--- src/rtl/four_bit_comparator_unit.sv ---
// Registered 4-bit unsigned magnitude comparator. The raw eq/gt/lt relations
// come from an MSB-first cascade and are gated by independent query enables.

module four_bit_comparator_bit (
  input  logic a,
  input  logic b,
  output logic eq,
  output logic gt,
  output logic lt
);
  assign eq = ~(a ^ b);
  assign gt = a & ~b;
  assign lt = ~a & b;
endmodule

module four_bit_comparator_unit (
  input  logic       clk,
  input  logic       rst,
  input  logic [3:0] A,
  input  logic [3:0] B,
  input  logic       isEqual,
  input  logic       isGreater,
  input  logic       isLess,
  output logic       equal,
  output logic       A_greater,
  output logic       A_less
);
  localparam int W = 4;

  logic [W-1:0] bit_eq, bit_gt, bit_lt;
  // *_above[i] summarizes bits W-1..i; index W is the empty prefix
  logic [W:0]   eq_above, gt_above, lt_above;

  for (genvar i = 0; i < W; i++) begin : g_bit
    four_bit_comparator_bit u_bit (
      .a  (A[i]),
      .b  (B[i]),
      .eq (bit_eq[i]),
      .gt (bit_gt[i]),
      .lt (bit_lt[i])
    );
  end

  assign eq_above[W] = 1'b1;
  assign gt_above[W] = 1'b0;
  assign lt_above[W] = 1'b0;

  // A lower bit only decides the outcome while every higher bit matched
  for (genvar i = W - 1; i >= 0; i--) begin : g_cascade
    assign eq_above[i] = eq_above[i+1] & bit_eq[i];
    assign gt_above[i] = gt_above[i+1] | (eq_above[i+1] & bit_gt[i]);
    assign lt_above[i] = lt_above[i+1] | (eq_above[i+1] & bit_lt[i]);
  end

  always_ff @(posedge clk or posedge rst) begin
    if (rst) begin
      equal     <= 1'b0;
      A_greater <= 1'b0;
      A_less    <= 1'b0;
    end else begin
      equal     <= isEqual   & eq_above[0];
      A_greater <= isGreater & gt_above[0];
      A_less    <= isLess    & lt_above[0];
    end
  end
endmodule

--- config.mk ---
export PLATFORM = sky130hd
export DESIGN_NAME = four_bit_comparator_unit
export DESIGN_NICKNAME = d
export VERILOG_FILES = /design/src/rtl/four_bit_comparator_unit.sv
export SDC_FILE = /design/constraint.sdc
export NUM_CORES = 1
export LEC_CHECK = 0
export CORE_AREA = 2 2 39 41
export DETAILED_ROUTE_END_ITERATION = 10
export DIE_AREA = 0 0 41 43
export HOLD_SLACK_MARGIN = 0.08
export SLEW_MARGIN = 15
export SYNTH_ARGS = -nofsm -noshare
export SYNTH_HDL_FRONTEND = slang
export SYNTH_SLANG_ARGS = --single-unit
--- constraint.sdc ---
create_clock -name clk -period 0.8 [get_ports clk]
set_input_delay 0.16 -clock clk [delete_from_list [all_inputs] [get_ports clk]]
set_output_delay 0.16 -clock clk [all_outputs]
set_load 0.005 [all_outputs]
==> summary.md, run 1 <==
| Metric | Value |
|---|---|
| Status | finished, violations left |
| Violations in the final reports | negative setup slack |
| Critical path type | reg -> out |
| Clock sink count | 3 |
| CTS Root Cell | clkbuf_4 |
| Worst setup EP type | output pin |
| EDFF count, synth | 0 |
| Worst-path clk slew | approximately 0.04 ns |
| Crit. path cell count | 1 |
| Residual DRC | 0 |
| Routed wire length | around 600 um |
| Critical Path Start Type | register |
| Final net count | 75 |
| Tightest Pin Transition | 0.141 ns |
| Share of cells above drive strength 1 | 37.7% |
| Post-CTS Setup Bufs | 0 |
| #FFs+latches synth | 3 |
| Post-synth top cells | inv_1 (9), ha_1 (8), nand3_1 (5), dfrtp_1 (3), nand2_1 (3) |
| Hold-fix buffers, CTS | 0 |
| Final setup margin | -0.0679 ns |
| Core Rows | 14 |
| CP peak stage delay | 0.35 ns |
| Main combinational cell family by area after synthesis | adder cells |
| Arr. time, crit path | 0.71 ns |
| Tmin final | 0.868 ns |
| Rel. slew slack | 90.6% |
| Dpl ws | -0.545 ns |
| Crit path max fanout | 1 |
| Maximum vdd drop | ~0.31 mV |
| Synth top area cells | ha_1 (35%), dfrtp_1 (26%), inv_1 (12%) |
| Mapped Area | 284 um2 |
| Clock share of power | a little over two fifths |
| CTS tree | built |
| Ratio of routed vias to standard cells | 3.94 |
| Initial Utilization | 20.5% |
| First-pass GRT wire length | a little under 900 um |
| Max-Cap Viols | 0 |
| Core ar. | 1380 um2 |
| Power density over the cells | ~1200 nW/um2 |
| Non-filler instance count after layout | between 60 and 70 |
| Placed Instances | 65 |
| Max Slew Vio Count | 0 |
| Sequential fraction of the synthesis area | a little over a quarter |
| Sw Pwr | 0.159 mW |
| Sw frac | approximately a quarter |
| Synth cell types | 8 |
| Total die area | 1760 um2 |
| Cell taking the most area after synthesis | ha_1 |
| Crit path max-delay family | flip-flops |
| Flop pwr share | 27.0% |
| Detailed Routing Iterations Pass 1 | 4 |
| Synth Area in XOR/XNOR | 0% |
| DR WL/cell | 8.48 um |
| FMAX | 1.15 GHz |
| Top-count cell post-synth | inv_1 |
| Worst Path Required | approximately 0.64 ns |
| Largest net degree at the start of global routing | 6 |
| Asr flop ratio synth | 100% |
| TritonCTS buffer count | 3 |
| Congestion Overflow GR | 0 |
| # diodes | 0 |
| Syn Area/Cell | 8.61 um2 |
| Layout Area Growth over Synthesis | 79.7% |
| Synth Warn # | 0 |
| Final period util | 108% |
| Post-Syn Instances | 33 |
| Final number of setup-violating endpoints | 3 |
| Main synth FF type | dfrtp_1 |
| Multi-input gate area | 225 um2 |
| Gate power share | 30.0% |
| Final Hold Viols | 0 |
| Synth Area in Compound Gates | 12.3% |
| GRT Total Usage | 7.52% |
| Synth Area in Adders | 35.2% |
| RePlAce Congestion | 0.741 |
| Hold WC Path Type | in -> async |
| # port buffers | 15 |
| Chip width | 41 um |
| IO Pins | 16 |
| Overall power | 0.612 mW |
| DP HPWL | 466 um |
| CTS Buffer Depth | 2 |
| Mux share of post-synthesis cell area | 0% |
| Setup_tns | -0.168 ns |
| Leak | 0.263 nW |
| Die Height | 43 um |
| Initial antenna violation count | 0 |
| Post-route ant nets | 0 |
| CTS H-tree lvls | 1 |
| Iter 0 DRT Violations | 3 |
| Synth top area share | between 30% and 40% |
| Via count | between 200 and 300 |
| Internal | 0.453 mW |
| Post-Syn Nets | 54 |
| Critical-path cell list | buf_2 |
| Vias in the first global route | 249 |
| Simple-gate area share of the yosys netlist | 14.1% |
| WP buf/inv | 1 |
| CP max-delay cell | dfrtp_1 |
| FILL cells | 153 |
| Reg area | 75.1 um2 |
| RSZ-0062 raised after global routing | yes |
## kinds of logic (layout without fill, tap and decap cells)
| logic type | count (synthesis) | after routing |
|---|---|---|
| AOI/OAI and AO/OA | 4 | 4 |
| adders and majority gates | 8 | 8 |
| buffers and inverters | 9 | 29 |
| DFF | 3 | 3 |
| and+or+nand+nor | 9 | 9 |
## power by group through the flow
stage / combinational, mW / clock, mW / sequential (mW)
5_1_grt: 0.207 / 0.284 / 0.166
3_5_place_dp: 0.196 / 0 / 0.167
6_report: 0.184 / 0.263 / 0.165
2_1_floorplan: 0.0859 / 0 / 0.169
3_3_place_gp: 0.195 / 0 / 0.167
4_1_cts: 0.181 / 0.281 / 0.164
## state kept, by name (all words and copies together), names as in the netlist
signal	cells
A_greater	1
equal	1
A_less	1
## path summary, 6_finish.rpt
path                               endpoint           startpoint
setup / recovery                  A_greater  A_greater$_DFF_PP0_
hold / removal              equal$_DFF_PP0_                  rst
max in group asynchronous  A_less$_DFF_PP0_                  rst
min in group clk           A_less$_DFF_PP0_                 B[3]
## repair_timing
action | 4_1_cts | 5_1_grt
pin swaps | 3 | 3
endpoints found under the setup margin | 6 | 5
gates resized for setup | 25 | 8
## layout make-up
class	instances	area share (%)
multi-input cells	21	44.1
repair buffers	16	25.5
flip-flops and latches	3	14.7
inverters	9	6.62
clock buffers	4	5.15
well taps	16	3.92
## cell usage in the layout, fill, tap and decap left out, drive strengths merged
cell,n
ha,8
dlygate4sd2,2
nand2,3
clkbuf,6
clkdlybuf4s50,4
buf,4
dfrtp,3
clkdlybuf4s15,4
inv,9
nand3,5
nor2,1
a21oi,2
o211ai,2
## metal layers
metal / routed length, um / global-route usage, % / up-vias
li1: - / - / 144
met1: 249 / 9.62 / 118
met2: 300 / 10.3 / 10
met3: 35 / 0 / 0
met4: 0 / 8.00 / 0
met5: 0 / 0 / -
## metrics by stage
stage | instance area (um2) | hold WS (ns) | util (%)
2_1_floorplan | 317 | -0.0864 | -
3_3_place_gp | 494 | 0.339 | 35.7
3_5_place_dp | 494 | 0.338 | 35.7
4_1_cts | 509 | 0.0932 | 36.8
5_1_grt | 510 | 0.115 | 36.9
6_report | 510 | 0.103 | 36.9
Power figures use the tool's default switching activity.
==> inputs of run 2 (changes only) <==
--- a/config.mk
+++ b/config.mk
@@ -5,10 +5,12 @@
 export SDC_FILE = /design/constraint.sdc
 export NUM_CORES = 1
 export LEC_CHECK = 0
-export CORE_AREA = 2 2 39 41
+export CORE_AREA = 3 3 40 42
+export CTS_CLUSTER_SIZE = 28
 export DETAILED_ROUTE_END_ITERATION = 10
-export DIE_AREA = 0 0 41 43
+export DIE_AREA = 0 0 43 45
 export HOLD_SLACK_MARGIN = 0.08
+export SKIP_LAST_GASP = 1
 export SLEW_MARGIN = 15
 export SYNTH_ARGS = -nofsm -noshare
 export SYNTH_HDL_FRONTEND = slang
==> run 2 against run 1 <==
  * The flow still finishes with violations (negative setup slack)
  * First-iteration DRC count shrank 100%
  * Design area shrank 1.5%
  * Sequential power is essentially flat
  * Wire length grew 5.3%
  * Flip-flop and latch count is the same
  * Global-route usage shrank 0.59 points
  * Via count shrank 1.1%
  * Critical endpoint is now A_less
==> summary.md, run 2 (synthesis results as in run 1) <==
| Metric | Value |
|---|---|
| Final number of setup-violating endpoints | 3 (unchanged) |
| First-pass GRT wire length | 1.00 mm (was 890 um) |
| DP HPWL | 488 um (was 466 um) |
| Power density over the cells | 1200 nW/um2 (about the same) |
| Final setup margin | -0.0560 ns (was -0.0679 ns) |
| Via count | 269 (was 272) |
| Dpl ws | -0.550 ns (was -0.545 ns) |
| Clock sink count | 3 (unchanged) |
| Share of cells above drive strength 1 | 41.5% (was 37.7%) |
| Arr. time, crit path | 0.70 ns (was 0.71 ns) |
| WP buf/inv | 1 (unchanged) |
| Final net count | 75 (unchanged) |
| Maximum vdd drop | 0.448 mV (was 0.314 mV) |
| Sw frac | 25.4% (was 26.0%) |
| CTS H-tree lvls | 1 (unchanged) |
| Commonest non-fill, non-tap cell in the layout | inv_1 (unchanged) |
| GRT Total Usage | 6.93% (was 7.52%) |
| Leak | 0.271 nW (was 0.263 nW) |
| CTS Buffer Depth | 2 (unchanged) |
| Total die area | 1940 um2 (was 1760 um2) |
| Iter 0 DRT Violations | 0 (was 3) |
| Critical Path End | A_less (was A_greater) |
| Final Hold Viols | 0 (unchanged) |
| FILL cells | 154 (was 153) |
| Crit path max-delay family | flip-flops (unchanged) |
| IO Pins | 16 (unchanged) |
| DR WL/cell | 9.06 um (was 8.48 um) |
| Reg area | 75.1 um2 (unchanged) |
| RSZ-0062 raised after global routing | yes (unchanged) |
| Residual DRC | 0 (unchanged) |
| Internal | 0.450 mW (was 0.453 mW) |
| Critical path type | reg -> out (unchanged) |
| Hold WS | 0.102 ns (was 0.103 ns) |
| Gate power share | 30.3% (was 30.0%) |
| Die Height | 45 um (was 43 um) |
| # diodes | 0 (unchanged) |
| Sw Pwr | 0.153 mW (was 0.159 mW) |
| Vias in the first global route | 276 (was 249) |
| FMAX | 1.17 GHz (was 1.15 GHz) |
| Critical-path cell list | buf_2 (unchanged) |
| Worst Path Required | 0.64 ns (about the same) |
| Crit path max fanout | 1 (unchanged) |
| Crit. path cell count | 1 (unchanged) |
| Detailed Routing Iterations Pass 1 | 1 (was 4) |
| Commonest cells after routing, fill and taps aside | inv_1 (6), ha_1 (5), nand3_1 (4), clkbuf_2 (4) (was inv_1 (6), ha_1 (5), nand3_1 (4), clkdlybuf4s50_1 (4), clkdlybuf4s15_1 (4)) |
| Launch point of the critical path | A_less$_DFF_PP0_ (was A_greater$_DFF_PP0_) |
| Ratio of routed vias to standard cells | 3.96 (was 3.94) |
| Post-CTS Setup Bufs | 0 (unchanged) |
| Max Slew Vio Count | 0 (unchanged) |
| RePlAce Congestion | 0.630 (was 0.741) |
| Tightest Pin Transition | 0.136 ns (was 0.141 ns) |
| Initial Utilization | 22.1% (was 20.5%) |
| # port buffers | 15 (unchanged) |
| Worst-path clk slew | 0.04 ns (about the same) |
| Post-route ant nets | 0 (unchanged) |
| Multi-input gate area | 225 um2 (unchanged) |
| Tmin final | 0.856 ns (was 0.868 ns) |
| Routed wire length | 616 um (was 585 um) |
| TritonCTS buffer count | 3 (unchanged) |
| CTS Root Cell | clkbuf_4 (unchanged) |
| Chip width | 43 um (was 41 um) |
| Initial antenna violation count | 0 (unchanged) |
| Max-Cap Viols | 0 (unchanged) |
| Status | finished, violations left (unchanged) |
| CP max-delay cell | dfrtp_1 (unchanged) |
| Final period util | 107% (was 108%) |
| Biggest regs | A_greater: 1 flops, A_less: 1 flops, equal: 1 flops (unchanged) |
| Largest net degree at the start of global routing | 6 (unchanged) |
| Core Rows | 13 (was 14) |
| Rel. slew slack | 90.9% (was 90.6%) |
| CTS tree | built (unchanged) |
| Layout Area Growth over Synthesis | 77.1% (was 79.7%) |
| Hold WC Path Type | in -> async (unchanged) |
| CP peak stage delay | 0.35 ns (about the same) |
| Flop pwr share | 27.3% (was 27.0%) |
| Critical Path Start Type | register (unchanged) |
| Worst setup EP type | output pin (unchanged) |
| Violations in the final reports | negative setup slack (unchanged) |
| Core ar. | 1280 um2 (was 1380 um2) |
| Congestion Overflow GR | 0 (unchanged) |
| Clock share of power | 42.4% (was 43.0%) |
run 2: changes by cell type in the layout (fill, tap and decap cells not counted), sizes merged:
cell / before / now
dlymetal6s2s: 0 / 1
clkdlybuf4s15: 4 / 3
clkbuf: 6 / 8
clkdlybuf4s50: 4 / 3
dlygate4sd2: 2 / 1
run 2: area by class of cell:
cell class	count	share of cell area, %
Clock buffer	4	5.22
Inverter	9	6.72
Tap cell	15	3.73
Sequential cell	3	14.9
Timing Repair Buffer	16	24.6
Multi-Input combinational cell	21	44.8
run 2: per-stage QoR:
stage          std cells  cell area [um2]  setup TNS (ns)  power [mW]  utilization (%)
2_1_floorplan         33              317               0       0.255                -
3_3_place_gp          64              493           -1.94       0.362             38.4
3_5_place_dp          64              493           -1.95       0.363             38.4
4_1_cts               68              515          -0.176       0.617             40.1
5_1_grt               68              503          -0.245       0.648             39.1
6_report              68              503          -0.149       0.604             39.1
run 2: worst min path at each step:
stage / slack (ns) / start / end / cells after the start
6_report: 0.10 / rst / A_less$_DFF_PP0_ / 2
5_1_grt: 0.12 / rst / A_less$_DFF_PP0_ / 2
4_1_cts: 0.10 / rst / A_less$_DFF_PP0_ / 2
3_5_place_dp: 0.34 / rst / A_less$_DFF_PP0_ / 2
3_3_place_gp: 0.34 / rst / A_less$_DFF_PP0_ / 2
2_1_floorplan: -0.09 / rst / A_greater$_DFF_PP0_ / 1
run 2: layer usage:
layer	track usage, %	wire length (um)	up-vias	share of wire, %
met3	0	48	0	7.8
met2	12.3	336	10	55
met5	0	0	-	0
met1	8.01	231	114	38
li1	-	-	145	-
met4	5.42	0	0	0
run 2: power groups by stage:
stage          logic [mW]  registers, mW  clock network (mW)
6_report            0.183          0.165               0.256
5_1_grt             0.209          0.166               0.273
4_1_cts             0.188          0.165               0.264
3_5_place_dp        0.196          0.167                   0
3_3_place_gp        0.195          0.167                   0
2_1_floorplan      0.0859          0.169                   0
run 2: what timing repair did:
| action | 4_1_cts | 5_1_grt |
|---|---|---|
| setup endpoints to repair | 6 | 5 |
| resized for setup | 28 | 9 |
| hold buffers | 0 | 0 |
| pin swaps | 4 | 5 |
| endpoints found under the hold margin | 0 | 0 |
==> inputs of run 3 (changes only) <==
--- a/config.mk
+++ b/config.mk
@@ -9,6 +9,7 @@
 export CTS_CLUSTER_SIZE = 28
 export DETAILED_ROUTE_END_ITERATION = 10
 export DIE_AREA = 0 0 43 45
+export GPL_ROUTABILITY_DRIVEN = 0
 export HOLD_SLACK_MARGIN = 0.08
 export SKIP_LAST_GASP = 1
 export SLEW_MARGIN = 15
==> results of run 3 <==
The final DEF is identical to that of run 2; final timing and power are the same.
